==> src/rtl/sdram_test_sequencer.sv <==
// Drives the SDRAM controller through a full write pass, then a read/compare pass, over 0..LAST_ADDR.
// Requests are launched one cycle after entering a request state; status outputs lag the state by one cycle.
module sdram_test_sequencer #(
    parameter int ADDR_W    = 21,
    parameter int DATA_W    = 32,
    parameter int LAST_ADDR = 2**ADDR_W - 1,
    parameter int INIT_WAIT = 20000
) (
    input  logic              refclk,
    input  logic              reset_n,
    input  logic              sw,
    input  logic              init_done,
    output logic              req,
    output logic              we,
    output logic [ADDR_W-1:0] addr,
    output logic [DATA_W-1:0] wdata,
    input  logic              ack,
    input  logic              rvalid,
    input  logic [DATA_W-1:0] rdata,
    output logic              init,
    output logic              write,
    output logic              read,
    output logic              stop_led,
    output logic              error,
    output logic [ADDR_W-1:0] err_addr
);
    localparam int CNT_W = (INIT_WAIT > 1) ? $clog2(INIT_WAIT + 1) : 1;
    localparam logic [CNT_W-1:0]  CNT_LAST = CNT_W'(INIT_WAIT - 1);
    localparam logic [ADDR_W-1:0] LAST     = ADDR_W'(LAST_ADDR);

    typedef enum logic [2:0] {
        S_INIT, S_WR_REQ, S_RD_REQ, S_RD_DATA, S_DONE, S_FAIL
    } state_e;

    state_e            state_q, state_d;
    logic [CNT_W-1:0]  cnt_q, cnt_d;
    logic              req_q, req_d, we_q, we_d, inv_q, inv_d;
    logic [ADDR_W-1:0] addr_q, addr_d, err_addr_q, err_addr_d;
    logic [DATA_W-1:0] wdata_q, wdata_d;
    logic              sw_meta_q, sw_sync_q, sw_prev_q;
    logic              init_q, write_q, read_q, stop_q, error_q;
    logic              restart, at_last, rd_match, rd_check;
    logic [ADDR_W-1:0] addr_inc;

    function automatic logic [DATA_W-1:0] pattern(input logic [ADDR_W-1:0] a, input logic flip);
        return DATA_W'(a) ^ {DATA_W{flip}};
    endfunction

    // Pushbutton idles high; restart fires on the synchronized falling edge only.
    assign restart  = sw_prev_q & ~sw_sync_q;
    assign at_last  = (addr_q == LAST);
    assign addr_inc = addr_q + 1'b1;
    assign rd_match = (rdata == pattern(addr_q, inv_q));

    always_comb begin
        state_d    = state_q;
        cnt_d      = cnt_q;
        req_d      = req_q;
        we_d       = we_q;
        addr_d     = addr_q;
        wdata_d    = wdata_q;
        inv_d      = inv_q;
        err_addr_d = err_addr_q;
        rd_check   = 1'b0;
        unique case (state_q)
            S_INIT: begin
                if (init_done || cnt_q != '0) begin
                    if (cnt_q == CNT_LAST) begin
                        cnt_d   = '0;
                        addr_d  = '0;
                        state_d = S_WR_REQ;
                    end else begin
                        cnt_d = cnt_q + 1'b1;
                    end
                end
            end
            S_WR_REQ: begin
                if (!req_q) begin
                    req_d   = 1'b1;
                    we_d    = 1'b1;
                    wdata_d = pattern(addr_q, inv_q);
                end else if (ack) begin
                    if (at_last) begin
                        req_d   = 1'b0;
                        we_d    = 1'b0;
                        addr_d  = '0;
                        state_d = S_RD_REQ;
                    end else begin
                        addr_d  = addr_inc;
                        wdata_d = pattern(addr_inc, inv_q);
                    end
                end
            end
            S_RD_REQ: begin
                if (!req_q) begin
                    req_d = 1'b1;
                    we_d  = 1'b0;
                end else if (ack) begin
                    req_d = 1'b0;
                    if (rvalid) begin
                        rd_check = 1'b1;
                    end else begin
                        state_d = S_RD_DATA;
                    end
                end
            end
            S_RD_DATA: rd_check = rvalid;
            S_DONE, S_FAIL: begin
                if (restart) begin
                    inv_d   = ~inv_q;
                    addr_d  = '0;
                    state_d = S_WR_REQ;
                end
            end
            default: state_d = S_INIT;
        endcase

        if (rd_check) begin
            if (!rd_match) begin
                err_addr_d = addr_q;
                state_d    = S_FAIL;
            end else if (at_last) begin
                state_d = S_DONE;
            end else begin
                addr_d  = addr_inc;
                state_d = S_RD_REQ;
            end
        end
    end

    always_ff @(posedge refclk or negedge reset_n) begin
        if (!reset_n) begin
            state_q    <= S_INIT;
            cnt_q      <= '0;
            req_q      <= 1'b0;
            we_q       <= 1'b0;
            addr_q     <= '0;
            wdata_q    <= '0;
            inv_q      <= 1'b0;
            err_addr_q <= '0;
            sw_meta_q  <= 1'b1;
            sw_sync_q  <= 1'b1;
            sw_prev_q  <= 1'b1;
            init_q     <= 1'b1;
            write_q    <= 1'b0;
            read_q     <= 1'b0;
            stop_q     <= 1'b0;
            error_q    <= 1'b0;
        end else begin
            state_q    <= state_d;
            cnt_q      <= cnt_d;
            req_q      <= req_d;
            we_q       <= we_d;
            addr_q     <= addr_d;
            wdata_q    <= wdata_d;
            inv_q      <= inv_d;
            err_addr_q <= err_addr_d;
            sw_meta_q  <= sw;
            sw_sync_q  <= sw_meta_q;
            sw_prev_q  <= sw_sync_q;
            init_q     <= (state_q == S_INIT);
            write_q    <= (state_q == S_WR_REQ);
            read_q     <= (state_q == S_RD_REQ) || (state_q == S_RD_DATA);
            stop_q     <= (state_q == S_DONE) || (state_q == S_FAIL);
            error_q    <= (state_q == S_FAIL);
        end
    end

    assign req      = req_q;
    assign we       = we_q;
    assign addr     = addr_q;
    assign wdata    = wdata_q;
    assign init     = init_q;
    assign write    = write_q;
    assign read     = read_q;
    assign stop_led = stop_q;
    assign error    = error_q;
    assign err_addr = err_addr_q;
endmodule

==> config.mk <==
export PLATFORM = sky130hd
export DESIGN_NAME = sdram_test_sequencer
export DESIGN_NICKNAME = d
export VERILOG_FILES = /design/src/rtl/sdram_test_sequencer.sv
export SDC_FILE = /design/constraint.sdc
export NUM_CORES = 1
export LEC_CHECK = 0
export ABC_AREA = 1
export CAP_MARGIN = 10
export CORE_MARGIN = 2
export CORE_UTILIZATION = 50
export CTS_BUF_LIST = sky130_fd_sc_hd__clkbuf_4
export DETAILED_ROUTE_END_ITERATION = 6
export HOLD_SLACK_MARGIN = 0.03
export PLACE_DENSITY = 0.79
export SLEW_MARGIN = 20
export SYNTH_ARGS = -nofsm -noshare
export SYNTH_HDL_FRONTEND = slang
export SYNTH_SLANG_ARGS = --single-unit
==> constraint.sdc <==
create_clock -name refclk -period 2 [get_ports refclk]
set_clock_uncertainty 0.2 [all_clocks]
set_input_delay 0.4 -clock refclk [delete_from_list [all_inputs] [get_ports refclk]]
set_output_delay 0.4 -clock refclk [all_outputs]
set_load 0.03 [all_outputs]
## Word level (Yosys, flattened, before mapping)

Cells that the tools add are included.

- Bits in registers: 103
- Input bits: 38

- Add/sub/neg operators: 2
- Equality and inequality tests: 23
- Multiplexer cells: 42
- Bitwise gates (word level): 6
- Reduce and logical (&&, ||, !) cells: 13

Operators by type and width:

| cell | count |
|---|---|
| $mux 21 | 9 |
| $mux 32 | 3 |
| $xor 21x32->32 | 2 |
| $pmux 21 s3 | 1 |
| $mux 3 | 12 |
| $ne 3x3->1 const B | 11 |
| $eq 32x32->1 | 1 |
| $add 21x1->21 const B | 1 |
| $eq 21x21->1 const B | 1 |
| $add 15x1->15 const B | 1 |
| $eq 15x15->1 const B | 1 |
| $mux 15 | 1 |
| $pmux 3 s5 | 1 |
| $reduce_bool 15->1 | 1 |
| $mux 1 | 12 |
| $reduce_and 10->1 | 1 |
| $ne 2x2->1 const B | 4 |
| $eq 3x2->1 const B | 2 |
| $eq 3x3->1 const B | 2 |
| $pmux 1 s2 | 3 |
| $reduce_and 2->1 | 3 |
| $reduce_and 4->1 | 1 |
| $eq 3x1->1 const B | 1 |
| $logic_not 3->1 | 1 |
| 6 further kinds | 10 |

## Depth between registers and ports, before layout

Gate-level depths: netlist of the first run.

- Depth in word-level cells: 8
- Mapped depth: 16
- Depth with buffers taken out: 14

## Worst setup path after synthesis of the first run

No wires, ideal clock.

- Path type: reg-to-reg
- Start: register addr_q[0], in the netlist addr[0]
- End: register wdata_q[20], in the netlist wdata[20]
- Data arrival time: 2.112 ns
- Required time: 1.676 ns
- Setup slack: -0.436 ns
- Stages on the path, launching flop included: 12
- Path buffers: 1
- Period minus slack after synthesis: 2.436 ns
- Cell sequence: dfrtp_1 -> ha_1 -> nand2_1 -> nor2_2 -> nand2_1 -> nor2_2 -> nand2_2 -> o21ai_2 -> buf_4 -> nor2_1 -> nand2_1 -> nand3_1

- Longest elaborated chain between the ends: 5

RTL lines:

| item | line | RTL |
|---|---|---|
| from (decl) | 38 | `logic [ADDR_W-1:0] addr_q, addr_d, err_addr_q, err_addr_d;` |
| from (signal assigned) | 154 | `addr_q <= addr_d;` |
| $add 21x1->21 | 52 | `assign addr_inc = addr_q + 1'b1;` |
| $xor 21x32->32 | 46 | `return DATA_W'(a) ^ {DATA_W{flip}};` |
| $mux 32 | 83 | `if (at_last) begin` |
| $mux 32 | 82 | `end else if (ack) begin` |
| $mux 32 | 78 | `if (!req_q) begin` |
| to (signal assigned) | 155 | `wdata_q <= wdata_d;` |
| to (decl) | 39 | `logic [DATA_W-1:0] wdata_q, wdata_d;` |

Several ways; a longest one is shown, not always the timed one. The select of a mux whose other input is x is not followed.
A chain may end at the register's enable or synchronous reset.

## Final worst setup path of the first run

- Start: register inv_q
- End: register addr_q[5], in the netlist addr[5]

- Longest elaborated chain between the ends: 4

RTL lines:

| item | line | RTL |
|---|---|---|
| from (decl) | 37 | `logic req_q, req_d, we_q, we_d, inv_q, inv_d;` |
| from (signal assigned) | 156 | `inv_q <= inv_d;` |
| $xor 21x32->32 | 46 |  |
| $eq 32x32->1 | 53 | `assign rd_match = (rdata == pattern(addr_q, inv_q));` |
| $mux 21 | 119 | `if (!rd_match) begin` |
| $mux 21 | 118 | `if (rd_check) begin` |
| net addr_d[5] | 38 |  |

The timed path passes the listed nets, and every way through them passes these cells.

==> results of run 1 <==
report_power, final:
group / switching [µW] / internal, µW / total (µW)
Combinational: 5360 / 3730 / 9090
Sequential: 504 / 2530 / 3030
Clock: 745 / 399 / 1140
kinds of logic (layout without fill, tap and decap cells):
kind of cell	count (synthesis)	in the layout	share of synthesized area (%)
DFF	93	93	35.30
AOI/OAI and AO/OA	110	110	9.373
other	0	1	0
and+or+nand+nor	603	603	39.29
xor gates and xnor gates	39	39	5.169
buffers and inverters	143	445	10.30
adders and majority gates	3	3	0.5681
worst max-delay path: stages (launching register included):
cell and delay [ps]:
dfrtp_2 440, buf_6 140, buf_12 150, nand2_1 70, nand2_2 80, nand2_1 70
nand2_2 110, nand2_1 90, nor2_2 120, nand2_2 100, nor2_4 180, buf_6 120
nand4_4 110, buf_12 170, nand2_1 50, o21ai_1 60
timing repair:
item,4_1_cts,5_1_grt
hold buffers,1,0
hold endpoints to repair,93,0
cloned,5,0
gates resized for setup,234,23
buffers inserted,11,1
setup endpoints to repair,154,88
pin swaps,7,4
how the worst max path moves through the flow:
stage | end | slack (ps) | cells past startpoint
5_1_grt | addr[13] | -490 | 16
3_3_place_gp | addr[12] | -400 | 12
2_1_floorplan | wdata[20] | -50 | 11
4_1_cts | addr[15] | -260 | 14
3_5_place_dp | addr[20] | -440 | 12
6_report | addr[5] | -360 | 15
flip-flops by register name, summed over array words and instances, names as in the netlist, 3 cells and up:
signal,count
addr,21
state_q,3
cnt_q,15
err_addr,21
wdata,22
through the flow:
| step | TNS [ps] | power, µW | worst slack, ps | hold slack, ps |
|---|---|---|---|---|
| 2_1_floorplan | -654.3 | 8058 | -46.83 | -95.59 |
| 3_3_place_gp | -17850 | 11570 | -401.0 | 145.6 |
| 3_5_place_dp | -20250 | 11780 | -443.4 | 151.1 |
| 4_1_cts | -11510 | 13010 | -260.0 | 70.82 |
| 5_1_grt | -23710 | 14140 | -493.2 | 74.81 |
| 6_report | -15790 | 13260 | -358.5 | 89.61 |
cell usage in the layout, fill, tap and decap left out, drive strengths merged, types with 9 or more instances in the layout:
| master | netlist | routed |
|---|---|---|
| a21oi | 10 | 10 |
| buf | 34 | 227 |
| clkbuf | 7 | 9 |
| clkdlybuf4s15 | 0 | 14 |
| clkdlybuf4s50 | 0 | 36 |
| dfrtp | 89 | 89 |
| dlygate4sd2 | 0 | 46 |
| inv | 101 | 107 |
| nand2 | 393 | 393 |
| nand3 | 71 | 71 |
| nand4 | 25 | 25 |
| nor2 | 91 | 91 |
| nor3 | 12 | 12 |
| o21ai | 86 | 86 |
| xnor2 | 10 | 10 |
| xor2 | 29 | 29 |
metal layers:
metal	vias to the layer above	wire, µm
li1	3764	-
met1	3660	9329
met2	425	10740
met3	102	2160
met4	0	1372
met5	-	0
area by class of cell:
class                   instances  area, µm²  share of cell area, %
repair buffers                325       2845                  29.05
flip-flops and latches         93       2360                  24.10
well taps                     172      215.2                  2.198
inverters                     102      392.9                  4.012
clock buffers                   9      67.56                 0.6899
clock inverters                 7      80.08                 0.8177
diodes                          1      2.502                0.02555
multi-input cells             755       3810                  38.90
repair inverters                2      20.02                 0.2044
==> flow_summary.yaml, run 1 <==
run_status:
  outcome: "finished, violations left"
  violations: "setup timing"
global_routing:
  grt_max_degree: 43
  grt_util_all_layers_pct: 33.66
  grt_busiest_layer: "met2"
  use_met1_pct: 42.67
  grt_overflow: 0
  grt_pass1_vias: 7497
  grt.met3_usage_pct: 6.274
  grt_pass1_wl_um: 37290
  antenna_found_initial: 1
  grtUsageMet2_pct: 53.63
routing:
  first_pass_iters: 6
  via_count: 7951
  ant_nets: 0
  vias_per_cell: 5.424
  totalWireLength_um: 23610
  drc: 0
  drtIter0Drc: 760
  wire_per_inst_um: 16.10
synth:
  yosysSeqAreaShare_pct: 35.30
  synthTopCellsByCount: "379 x nand2_1, 98 x inv_1, 89 x dfrtp_1"
  yosysTopAreaCell: "dfrtp_1"
  synth_edf_count: 0
  synthCells: 991
  synthFlopType: "dfrtp_1"
  yosysWarnings: 0
  syn_nets: 1032
  synth.avg_cell_area_um2: 6.668
  synthArstFlopShare_pct: 100.0
  synth_area_leaders: "dfrtp_1 34%, nand2_1 22%, inv_1 5.6%, nand3_1 5.4%, nor2_1 4.7%"
  ys_ff_latch: 93
  synth.most_common_cell: "nand2_1"
  syn_area_um2: 6608
  synth_cell_types: 41
  synth_top_area_share_pct: 33.71
floorplanning:
  dieArea_um2: 14150
  ios: 119
  start_util_pct: 51.73
  core_um2: 12770
  rows: 41
  die_h_um: 119.0
  dieWidth_um: 119.0
sta:
  maxSlewHeadroom_pct: 73.36
  worst_slack_ps: -358.5
  rsz0062_at_grt: "true"
  finalMaxSlewViolations: 0
  worst_pin_slew_ps: 396.5
  hold_viol: 0
  finalCritPeriodShare_pct: 117.9
  period_minus_slack_ps: 2358
  setup_viol: 69
  max_freq_mhz: 424.0
clocking:
  clockBufferDepth: 2
  htreeDepth: 3
  cts_tree: "done"
  cts_root_buf: "clkbuf_4"
  cts.sinks: 93
  cts_buffers: 9
  clk_latency_ps: 510
  clkTransAtPathRegs_ps: 160
hold_path:
  holdCritPathClass: "input pin to flop"
  hold-path-endpoint: "sw_meta_q"
  hold_depth: 1
  hp-start: "sw"
placement:
  place_area_um2: 9341
  place_inst: 1431
  gp_congestion: 1.069
  io_buffers: 118
  dp.final_hpwl_um: 17940
run:
  maxCapViolCount: 0
power_and_ir_drop:
  leakagePower_uw: 0.005166
  ir_drop_mv: 0.9375
  power-per-cell-area_nw_per_um2: 1354
critical_path:
  crit_path_end_kind: "flop"
  critPathKind: "flop to flop"
  crit_path_start_kind: "flop"
  cp-startpoint: "inv_q"
  reg2reg_from: "inv_q"
  crit_fanout: 13
  reg2reg_depth: 15
  critPathRequiredTime_ps: 2200
  r2r-end: "addr[5]"
  r2r_slack_ps: -360
  arrival_ps: 2560
final_layout:
  finalInstanceArea_um2: 9793
  fillers: 977
  nNetsFinal: 1329
  drive_gt1_share_pct: 28.62
  instances_no_fill: 1466
  fin_util_pct: 76.67
  area_growth_pct: 48.21
No activity file was read; power rests on OpenSTA's default activity.
==> inputs of run 2 (changes only) <==
--- a/config.mk
+++ b/config.mk
@@ -6,7 +6,7 @@
 export NUM_CORES = 1
 export LEC_CHECK = 0
 export ABC_AREA = 1
-export CAP_MARGIN = 10
+export CAP_MARGIN = 25
 export CORE_MARGIN = 2
 export CORE_UTILIZATION = 50
 export CTS_BUF_LIST = sky130_fd_sc_hd__clkbuf_4
==> results of run 2 <==
The final DEF is identical to that of run 1; final timing and power are the same.
==> inputs of run 3 (changes only) <==
--- a/config.mk
+++ b/config.mk
@@ -12,7 +12,7 @@
 export CTS_BUF_LIST = sky130_fd_sc_hd__clkbuf_4
 export DETAILED_ROUTE_END_ITERATION = 6
 export HOLD_SLACK_MARGIN = 0.03
-export PLACE_DENSITY = 0.79
+export PLACE_DENSITY = 0.82
 export SLEW_MARGIN = 20
 export SYNTH_ARGS = -nofsm -noshare
 export SYNTH_HDL_FRONTEND = slang
==> run 3 against run 2 <==
Effect of this change:
- the flow finishes with violations (DRC, setup timing)
- worst hold slack improved by 5.3 ps
- global-route usage rose by 2.8 points
- clock-buffer cell count did not move
- first-iteration DRC count rose by 65%
- sequential share of layout area fell by 2.3 points
- maximum frequency fell by 7.0%
- final area rose by 11%
- die area did not move
- register-to-register slack got worse by 180 ps
- sequential power rose by 4%
- combinational power rose by 21%
- via count rose by 8.6%
- largest cell class unchanged
- largest power group unchanged
- highest routed layer unchanged
==> flow_summary.yaml, run 3 (synthesized netlist as in run 1, its figures left out) <==
clocking:
  cts_root_buf: "clkbuf_4"
  cts_buffers: 9
  clockBufferDepth: 2
  htreeDepth: 3
  cts.sinks: 93
  cts_tree: "done"
  clk_latency_ps: 490
  clkTransAtPathRegs_ps: 170
sta:
  finalCritPeriodShare_pct: 126.8
  worst_slack_ps: -535.1
  holdWs_ps: 94.93
  hold_viol: 0
  finalMaxSlewViolations: 0
  max_freq_mhz: 394.5
  rsz0062_at_grt: "true"
  setup_tns_ps: -20030
  worst_pin_slew_ps: 450.0
  period_minus_slack_ps: 2535
  setup_viol: 65
  maxSlewHeadroom_pct: 69.77
critical_path:
  crit_path_end_kind: "flop"
  reg2reg_from: "inv_q"
  arrival_ps: 2760
  cp-startpoint: "inv_q"
  critPathKind: "flop to flop"
  crit_fanout: 10
  critPathRequiredTime_ps: 2220
  crit_path_start_kind: "flop"
floorplanning:
  core_um2: 12770
  dieWidth_um: 119.0
  die_h_um: 119.0
  start_util_pct: 51.73
  dieArea_um2: 14150
  ios: 119
  rows: 41
hold_path:
  hp-start: "sw"
  holdCritPathClass: "input pin to flop"
final_layout:
  seq_area_um2: 2364
  multi_input_area_um2: 4329
  final_common_cell: "nand2_1"
  nNetsFinal: 1375
  final_cell_mix: "282 x nand2_1, 194 x buf_4, 90 x inv_1, 76 x nand2_2"
  fillers: 710
  largest_register_ff_count: 22
  area_growth_pct: 64.40
  drive_gt1_share_pct: 39.58
routing:
  vias_per_cell: 5.712
  ant_nets: 0
  totalWireLength_um: 28330
  via_count: 8636
  drc: 48
  first_pass_iters: 7
  drtIter0Drc: 1252
  wire_per_inst_um: 18.74
power_and_ir_drop:
  ir_drop_mv: 0.9197
  power_frac_clock_pct: 8.2
  switching_power_uw: 7799
  p_int_uw: 7669
  leakagePower_uw: 0.005636
  p_comb_share_pct: 71.4
  switching_share_pct: 50.42
  p_seq_share_pct: 20.4
  power-per-cell-area_nw_per_um2: 1424
global_routing:
  grt_util_all_layers_pct: 36.48
  grt_pass1_vias: 7892
  grt_overflow: 0
  antenna_found_initial: 1
  grt_max_degree: 38
  grt_pass1_wl_um: 40260
placement:
  io_buffers: 118
  gp_congestion: 1.080
  dp.final_hpwl_um: 18100
run_status:
  violations: "DRC, setup timing"
  outcome: "finished, violations left"
run:
  maxCapViolCount: 0
## run 3: cell types whose count changed in the layout (fill, tap and decap cells not counted), moves of 8 or more
cell	change
nand2_2	+51
o21ai_0	-15
o21ai_2	+19
nand2_1	-76
nand3_1	-9
nand3_2	+8
buf_4	+9
nand2_4	+24
buf_6	+30
## run 3: worst max-delay path, stage by stage, from the launching register on
cell	delay (ps)
dfrtp_4	540
buf_6	150
buf_12	140
nand2_2	90
nand3_2	90
nand2_2	110
nand2_1	70
nor2_1	140
nand2_2	110
nor2_4	200
nand2_4	120
nand2_8	160
clkbuf_16	170
nand2_2	50
o21ai_1	110
## run 3: final cells by class
class | count | area share [%]
repair buffers | 368 | 30.76
flip-flops and latches | 93 | 21.76
clock inverters | 7 | 0.8869
inverters | 102 | 3.743
multi-input cells | 755 | 39.85
clock buffers | 9 | 0.6220
well taps | 172 | 1.981
diodes | 1 | 0.02304
repair inverters | 5 | 0.3686
## run 3: per-stage QoR
stage,setup slack [ps],util (%),power [µW],cell area (µm²),instances
2_1_floorplan,-46.83,-,8058,6730,991
3_3_place_gp,-410.9,72.45,11500,9254,1421
3_5_place_dp,-482.0,72.45,11720,9254,1421
4_1_cts,-331.3,80.15,13880,10240,1491
5_1_grt,-622.6,85.04,16140,10860,1512
6_report,-535.1,85.04,15470,10860,1512
## run 3: layer usage
metal	global-route usage, %	routed length (µm)	up-vias
met1	46.13	10290	3957
met5	0	0	-
met2	58.62	13220	642
li1	-	-	3846
met3	6.705	2934	191
met4	20.83	1893	0
## run 3: worst paths after layout
kind / depth (start not counted) / slack [ps] / end
max in group asynchronous: 3 / 750 / wdata[30]
worst max register to register: 14 / -540 / err_addr[9]
worst min register to register: 0 / 170 / sw_sync_q
worst max-delay path: 14 / -540 / err_addr[9]
min in group asynchronous: 2 / 150 / err_addr[16]
worst min-delay path: 1 / 90 / sw_meta_q
## run 3: power groups by stage
stage / clock, µW / sequential (µW) / combinational (µW)
final: 1270 / 3150 / 11000
after global routing: 1320 / 3200 / 11600
after CTS: 1240 / 3030 / 9610
after detailed placement: 0 / 3100 / 8620
after global placement: 0 / 3070 / 8430
after floorplan: 0 / 4000 / 4060
## run 3: repair_timing
item / CTS / global route
resized for setup: 288 / 177
pin swaps: 40 / 44
setup endpoints to repair: 157 / 87
hold endpoints to repair: 73 / 0
buffers inserted: 41 / 19
gates cloned: 12 / 3
hold buffers: 1 / 0
